===== config.mk =====
export PLATFORM = sky130hd
export DESIGN_NAME = branch_predictor
export DESIGN_NICKNAME = d
export VERILOG_FILES = /design/src/rtl/branch_predictor.sv
export SDC_FILE = /design/constraint.sdc
export NUM_CORES = 2
export LEC_CHECK = 0
export CAP_MARGIN = 20
export CORE_AREA = 2 2 297 299
export CTS_BUF_LIST = sky130_fd_sc_hd__clkbuf_8
export DETAILED_ROUTE_END_ITERATION = 10
export DIE_AREA = 0 0 299 301
export DONT_BUFFER_PORTS = 1
export GPL_ROUTABILITY_DRIVEN = 0
export HOLD_SLACK_MARGIN = 0.1
export MAX_ROUTING_LAYER = met4
export PLACE_DENSITY = 0.84
export SYNTH_ARGS = -nofsm -noshare
export SYNTH_HDL_FRONTEND = slang
export SYNTH_SLANG_ARGS = --single-unit

===== constraint.sdc =====
create_clock -name clk -period 6.1 [get_ports clk]
set_input_delay 0.305 -clock clk [delete_from_list [all_inputs] [get_ports clk]]
set_output_delay 0.305 -clock clk [all_outputs]
set_load 0.02 [all_outputs]

===== src/rtl/branch_predictor.sv =====
// branch_predictor: direct-mapped BTB/BHT with 2-bit saturating direction
// counters, plus resolved-branch and mispredict statistics.
//
// Ports:
//   clk, rstn          clock, asynchronous active-low reset
//   pc_if              IF-stage PC to predict
//   jump_guess_if      predicted taken (hit and counter MSB set)
//   pc_guess_if        predicted target on a hit, else pc_if+4
//   ex_valid           EX stage holds a resolved branch/jump
//   pc_ex, jump_ex,    PC, actual outcome and actual target of that branch
//   target_ex
//   jump_guess_ex      prediction that travelled with the EX branch
//   bp_clear           invalidate every entry at the next edge
//   mispredict_ex      direction mispredict in EX (combinational)
//   br_cnt, miss_cnt   saturating resolved-branch / mispredict counters
module branch_predictor #(
  parameter int ENTRIES = 16,
  parameter int IDX_W   = 4
) (
  input  logic        clk,
  input  logic        rstn,
  input  logic [31:0] pc_if,
  output logic        jump_guess_if,
  output logic [31:0] pc_guess_if,
  input  logic        ex_valid,
  input  logic [31:0] pc_ex,
  input  logic        jump_ex,
  input  logic [31:0] target_ex,
  input  logic        jump_guess_ex,
  input  logic        bp_clear,
  output logic        mispredict_ex,
  output logic [15:0] br_cnt,
  output logic [15:0] miss_cnt
);

  localparam int TAG_W = 32 - IDX_W - 2;

  logic [ENTRIES-1:0] valid_q;
  logic [TAG_W-1:0]   tag_q    [ENTRIES];
  logic [31:0]        target_q [ENTRIES];
  logic [1:0]         ctr_q    [ENTRIES];

  logic [IDX_W-1:0]   idx_if;
  logic [TAG_W-1:0]   tag_if;
  logic               hit_if;
  logic [IDX_W-1:0]   idx_ex;
  logic [TAG_W-1:0]   tag_ex;
  logic               hit_ex;
  logic               unused_pc_lsb;

  function automatic logic [1:0] ctr_next(input logic [1:0] c, input logic taken);
    logic [1:0] r;
    r = c;
    if (taken && c != 2'b11)
      r = c + 2'b01;
    else if (!taken && c != 2'b00)
      r = c - 2'b01;
    return r;
  endfunction

  function automatic logic [15:0] sat_inc(input logic [15:0] v);
    return (v == 16'hFFFF) ? v : v + 16'd1;
  endfunction

  // instruction addresses are word aligned; the low two bits carry no information
  assign unused_pc_lsb = ^{pc_if[1:0], pc_ex[1:0]};

  // IF lookup: combinational from registered table state, no bypass of same-cycle update
  assign idx_if        = pc_if[IDX_W+1:2];
  assign tag_if        = pc_if[31:IDX_W+2];
  assign hit_if        = valid_q[idx_if] && (tag_q[idx_if] == tag_if);
  assign jump_guess_if = hit_if && ctr_q[idx_if][1];
  assign pc_guess_if   = hit_if ? target_q[idx_if] : pc_if + 32'd4;

  // EX resolve
  assign idx_ex        = pc_ex[IDX_W+1:2];
  assign tag_ex        = pc_ex[31:IDX_W+2];
  assign hit_ex        = valid_q[idx_ex] && (tag_q[idx_ex] == tag_ex);
  assign mispredict_ex = ex_valid && (jump_guess_ex ^ jump_ex);

  // table update at the clock edge
  always_ff @(posedge clk or negedge rstn) begin
    if (!rstn) begin
      valid_q <= '0;
      for (int i = 0; i < ENTRIES; i++) begin
        tag_q[i]    <= '0;
        target_q[i] <= '0;
        ctr_q[i]    <= 2'b01;
      end
    end else if (bp_clear) begin
      valid_q <= '0;
      for (int i = 0; i < ENTRIES; i++)
        ctr_q[i] <= 2'b01;
    end else if (ex_valid) begin
      if (hit_ex) begin
        ctr_q[idx_ex] <= ctr_next(ctr_q[idx_ex], jump_ex);
        if (jump_ex)
          target_q[idx_ex] <= target_ex;
      end else if (jump_ex) begin
        valid_q[idx_ex]  <= 1'b1;
        tag_q[idx_ex]    <= tag_ex;
        target_q[idx_ex] <= target_ex;
        ctr_q[idx_ex]    <= 2'b10;
      end
    end
  end

  // statistics counters, unaffected by bp_clear
  always_ff @(posedge clk or negedge rstn) begin
    if (!rstn) begin
      br_cnt   <= '0;
      miss_cnt <= '0;
    end else begin
      if (ex_valid)
        br_cnt <= sat_inc(br_cnt);
      if (mispredict_ex)
        miss_cnt <= sat_inc(miss_cnt);
    end
  end

endmodule


**Word level (Yosys, flattened, before mapping)**

Cells that the tools add are included.

- Word-level logic and storage cells: 142
- Register bits: 1008
- Output and inout bits: 66

- Eq/ne operators: 6
- Bitwise logic cells: 11
- Muxes and demuxes: 44
- Order comparisons: 6
- Reduce and logical (&&, ||, !) cells: 19
- $add $sub $neg: 5

Operators by type and width:

| cell | count |
|---|---|
| 512-bit bitwise mux | 1 |
| 416-bit bitwise mux | 1 |
| 32-bit 2-to-1 mux | 8 |
| 26-bit binary-select mux with 4-bit select | 2 |
| 26-bit 2-to-1 mux | 5 |
| 32-bit binary-select mux with 4-bit select | 1 |
| 32-bit demux with 4-bit select | 1 |
| 26-bit demux with 4-bit select | 1 |
| 16-bit 2-to-1 mux | 4 |
| 26-bit equality test | 2 |
| 16-bit by 1-bit adder with 16-bit output (second input constant) | 2 |
| 32-bit by 3-bit adder with 32-bit output (second input constant) | 1 |
| 32-bit bitwise mux | 1 |
| 16-bit equality test (second input constant) | 2 |
| 16-bit bitwise OR | 2 |
| 2-bit 2-to-1 mux | 10 |
| 16-bit AND | 1 |
| 2-bit binary-select mux with 4-bit select | 2 |
| 16-bit inverter | 1 |
| 5-bit greater-or-equal comparator (second input constant) | 2 |
| 4-bit by 5-bit less-than comparator with 1-bit output (second input constant) | 2 |
| 4-bit inverter with 5-bit output | 2 |
| 1-bit binary-select mux with 4-bit select | 2 |
| 2-bit demux with 4-bit select | 1 |
| 16 further kinds | 34 |

**Logic depth before layout (Yosys ltp)**

- Depth after elaboration: 15
- Gate-level depth with buffers: 16
- Mapped depth without buffers: 9

**Least setup slack after synthesis**

Ideal clock, no wire load.

- Kind: input -> output
- From: input port pc_if[2]
- To: output port pc_guess_if[10]
- Cell stages on the path: 11
- Data arrival time: 3662 ps
- Path slack: 2133 ps
- Path buffers: 4
- Data required time: 5795 ps
- Cells stage by stage: clkbuf_1 > buf_1 > mux4_2 > mux4_2 > xnor2_1 > nand4_1 > nor4_1 > nand4_1 > buf_2 > buf_1 > a21oi_1

- Word-level cells in the longest chain between the ends: 7
- Elaborated cells between the ends (all ways): 13
- Classes of those cells: add/sub (1); eq/ne (1); mux (9); bitwise (1); reduce/logical (1)

Ends and longest elaborated chain:

| what | line | text |
|---|---|---|
| start: declaration | 22 | `input logic [31:0] pc_if,` |
| 4-bit inverter with 5-bit output (not written as such) | 71, 73 |  |
| 26-bit binary-select mux with 4-bit select | 71 | `assign hit_if = valid_q[idx_if] && (tag_q[idx_if] == tag_if);` |
| 26-bit 2-to-1 mux (not written as such) (2 in a row) | 71 |  |
| 26-bit equality test | 71 |  |
| 1-bit logical AND | 71 |  |
| 32-bit 2-to-1 mux (*) | 73 | `assign pc_guess_if = hit_if ? target_q[idx_if] : pc_if + 32'd4;` |
| end: declaration | 24 | `output logic [31:0] pc_guess_if,` |

Every way passes the cells marked *; elsewhere a longest branch is shown, timed or not. The select of a mux whose other input is x is not followed.

**Worst setup path in the final report**

- From: register tag_q[107] in the netlist's numbering
- To: output port pc_guess_if[14]

- Word-level cells in the longest chain between the ends: 6

Ends and longest elaborated chain:

| what | line | text |
|---|---|---|
| start: declaration | 39 | `logic [TAG_W-1:0] tag_q [ENTRIES];` |
| start signal: indexed assignment | 101 | `tag_q[idx_ex] <= tag_ex;` |
| 26-bit binary-select mux with 4-bit select | 71 |  |
| 26-bit 2-to-1 mux (not written as such) (2 in a row) | 71 |  |
| 26-bit equality test | 71 |  |
| 1-bit logical AND | 71 |  |
| 32-bit 2-to-1 mux | 73 |  |

No other way between the ends. The select of a mux whose other input is x is not followed.

==> run metrics <==
row count around 110; Initial Utilization between 50% and 60%; port bufs 0; Rel. slew slack -205%; Least-Margin Pin Slew about 4600 ps; CTS Buf Count ~160; chip width 299 um; CTS Buffer Depth 3; Non-Filler Instances 4842; Net Sw Power around 4.3 mW; CP required slightly below 6000 ps; share of cells above drive strength 1 between 40 and 50%; Sequential Power Share roughly 50%; Internal Power 12.2 mW; CTS clk-pin slew, worst paths 60 ps; worst-skew pair later-pin latency roughly 860 ps; Die ar. 90000 um2; Slew Limit Fails 847; share of the yosys chip area belonging to registers around half; Die Y-Extent 301 um; # fillers just under 6000; leakage power ~26 nW; Post-Syn Instances around 3600; Ports approximately 170; setup TNS 0 ps; post-CTS setup buffers 0; 1st-iter DRT viols ~3900; Critical Setup Path Class reg2out; gr usage total 32.5%; DRC 0; ys flop type dfrtp_1; Final Util between 60% and 70%; CTS tree yes; grt total ovfl 0; VDD IR max 0.263 mV; slowest stage delay, CP ~780 ps; vias in the first global route about 34000; fin area approximately 56000 um2; total number of vias roughly 33000; Syn. warnings 0; clock share of power 36.1%; post-CTS sizing 0; Yosys reg bits 1008; asr flop ratio synth 100%; Max Cap Viol 0; Area Growth Syn to Fin 8.65%; DRT Pass-1 Iters 7; worst min path class in2async; number of flops mapped to enable cells by yosys 0; ANT nets after route 0; number of library cell types mapped by synthesis between 60 and 70; post-detail-place hpwl 74500 um; routed len/inst 28.7 um; mapped cell area a little over 50000 um2; hold slack -779 ps; antenna violations before repair 12; htree depth 4; CTS Root Cell clkbuf_8; Worst Path Max Fanout 46; final setup fails 0; failing checks negative hold slack, max-slew violations; global-route wire length before repair approximately 210000 um; CTS Hold Bufs around 70; Syn Nets roughly 3700; Gate power share between 10% and 20%; Pwr Density just under 300 nW/um2; Inst Count DP 4463; critical path endpoint category primary output; final worst path period share a little under nine tenths; Final Hold Fails 608; Post-DP Area 52100 um2; minimum clock period ~5200 ps; largest net degree at the start of global routing 1009; Sw Ratio 26.2%; Worst Skew between 40 and 50 ps; slowest CP cell nand4_1; Core ar. about 86000 um2; Routed WL 139000 um; Max Freq 192 MHz; RSZ-0062 raised after global routing false; Startpoint Class flop; WP data arrival between 4000 and 5000 ps; crit-path cells mux4_2, mux4_2, xnor2_1, nand4_1, nor4_1, nand4_1, buf_12, a21oi_1; CTS sink cnt ~1000; Final nets ~3700; Syn Area/Cell roughly 14 um2; status finished, violations left; Via-to-Cell Ratio 6.74
==> synthesized netlist by cell type, types with 11 or more instances <==
cell type	number	area share, %
a211oi_1	17	0.25
a21o_1	16	0.23
a21oi_1	50	0.48
a31oi_1	19	0.23
and3_1	11	0.13
and4b_1	17	0.33
buf_1	21	0.15
buf_2	43	0.42
buf_4	16	0.23
buf_6	29	0.63
clkbuf_1	192	1.4
dfrtp_1	992	48
dfstp_2	16	0.81
inv_1	13	0.094
mux2_2	614	13
mux2_4	190	5.5
mux2i_1	37	0.72
mux4_2	420	18
nand2_1	479	3.5
nand3_1	30	0.29
nand4_1	30	0.36
nor2_1	64	0.46
nor3_1	11	0.11
o22ai_1	17	0.21
or2_2	16	0.19
xnor2_1	71	1.2
xor2_1	47	0.79
==> registers in the layout, indices dropped and copies added (netlist names) <==
name      count
ctr_q        32
tag_q       416
miss_cnt     16
target_q    512
valid_q      16
br_cnt       16
==> critical path, delay by kind of cell, from the launching register on <==
family / cells / cell delay [ps]
AO/OA/AOI/OAI: 1 / 510
AND/OR/NAND/NOR: 3 / 1240
multiplexers: 2 / 1140
flip-flops: 1 / 400
buffers and inverters: 1 / 480
XOR/XNOR: 1 / 240
==> cells by family (layout without fill, tap and decap cells) <==
logic type | after synthesis | count (layout) | share of synthesized area, %
adder cells (fa/ha/maj) | 5 | 5 | 0.121
buffers and inverters | 316 | 411 | 2.96
AND/OR/NAND/NOR | 715 | 715 | 6.37
multiplexers | 1263 | 1263 | 37.9
AO/OA/AOI/OAI | 152 | 152 | 1.92
other | 0 | 15 | 0
XOR/XNOR | 118 | 118 | 2.00
flip-flops | 1008 | 1008 | 48.8
==> cell usage in the layout, fill, tap and decap left out, types with 17 or more instances in the layout <==
cell,n
dfrtp_1,992
mux2_2,614
nand2_1,464
mux4_2,420
clkbuf_8,210
mux2_4,190
dlygate4sd3_1,72
xnor2_1,71
inv_1,66
nor2_1,55
a21oi_1,50
xor2_1,47
mux2i_1,37
buf_4,33
nand3_1,30
nand4_1,30
a31oi_1,19
a211oi_1,17
o22ai_1,17
and4b_1,17
==> final timing paths <==
kind	start	end	slack (ps)	cells after the start
worst max-delay path	tag_q[107]	pc_guess_if[14]	890	8
worst max register to register	tag_q[120]	tag_q[363]	1240	10
min in group clk	jump_ex	ctr_q[28]	220	2
worst min register to register	target_q[31]	target_q[31]	470	2
max in group asynchronous	rstn	target_q[142]	3380	0
worst min-delay path	rstn	tag_q[146]	-780	0
==> power groups by stage <==
stage                     sequential, mW  clock, mW  combinational (mW)
after global placement              8.19          0                2.14
after detailed placement            8.26          0                2.23
after global routing                8.26       6.35                2.54
final                               8.18       5.98                2.41
after floorplan                     8.06          0                2.03
after CTS                           8.15       6.04                2.38
==> through the flow <==
step                      total power, mW  worst slack [ps]
after floorplan                      10.1              2130
after CTS                            16.6               939
after global routing                 17.2               766
after detailed placement             10.5              1460
after global placement               10.3              1510
final                                16.6               894
==> metal layers <==
layer | track usage, % | part of all wire [%] | up-vias | routed length [um]
met5 | - | 0 | - | 0
met2 | 48.0 | 47 | 1827 | 65200
met4 | 13.0 | 3.6 | 0 | 4970
li1 | - | - | 13200 | -
met1 | 42.5 | 39 | 17300 | 53600
met3 | 9.79 | 11 | 364 | 15400
==> cell type report <==
class / count / area [um2] / area share (%)
multi-input combinational: 2253 / 25100 / 44.7
tap: 1155 / 1450 / 2.57
clock buffer: 210 / 2890 / 5.14
clock inverter: 80 / 462 / 0.821
antenna: 15 / 37.5 / 0.0667
timing repair buffer: 107 / 1010 / 1.79
sequential: 1008 / 25200 / 44.9
inverter: 14 / 52.6 / 0.0934
Note: power is estimated with default switching activity, not from simulation.
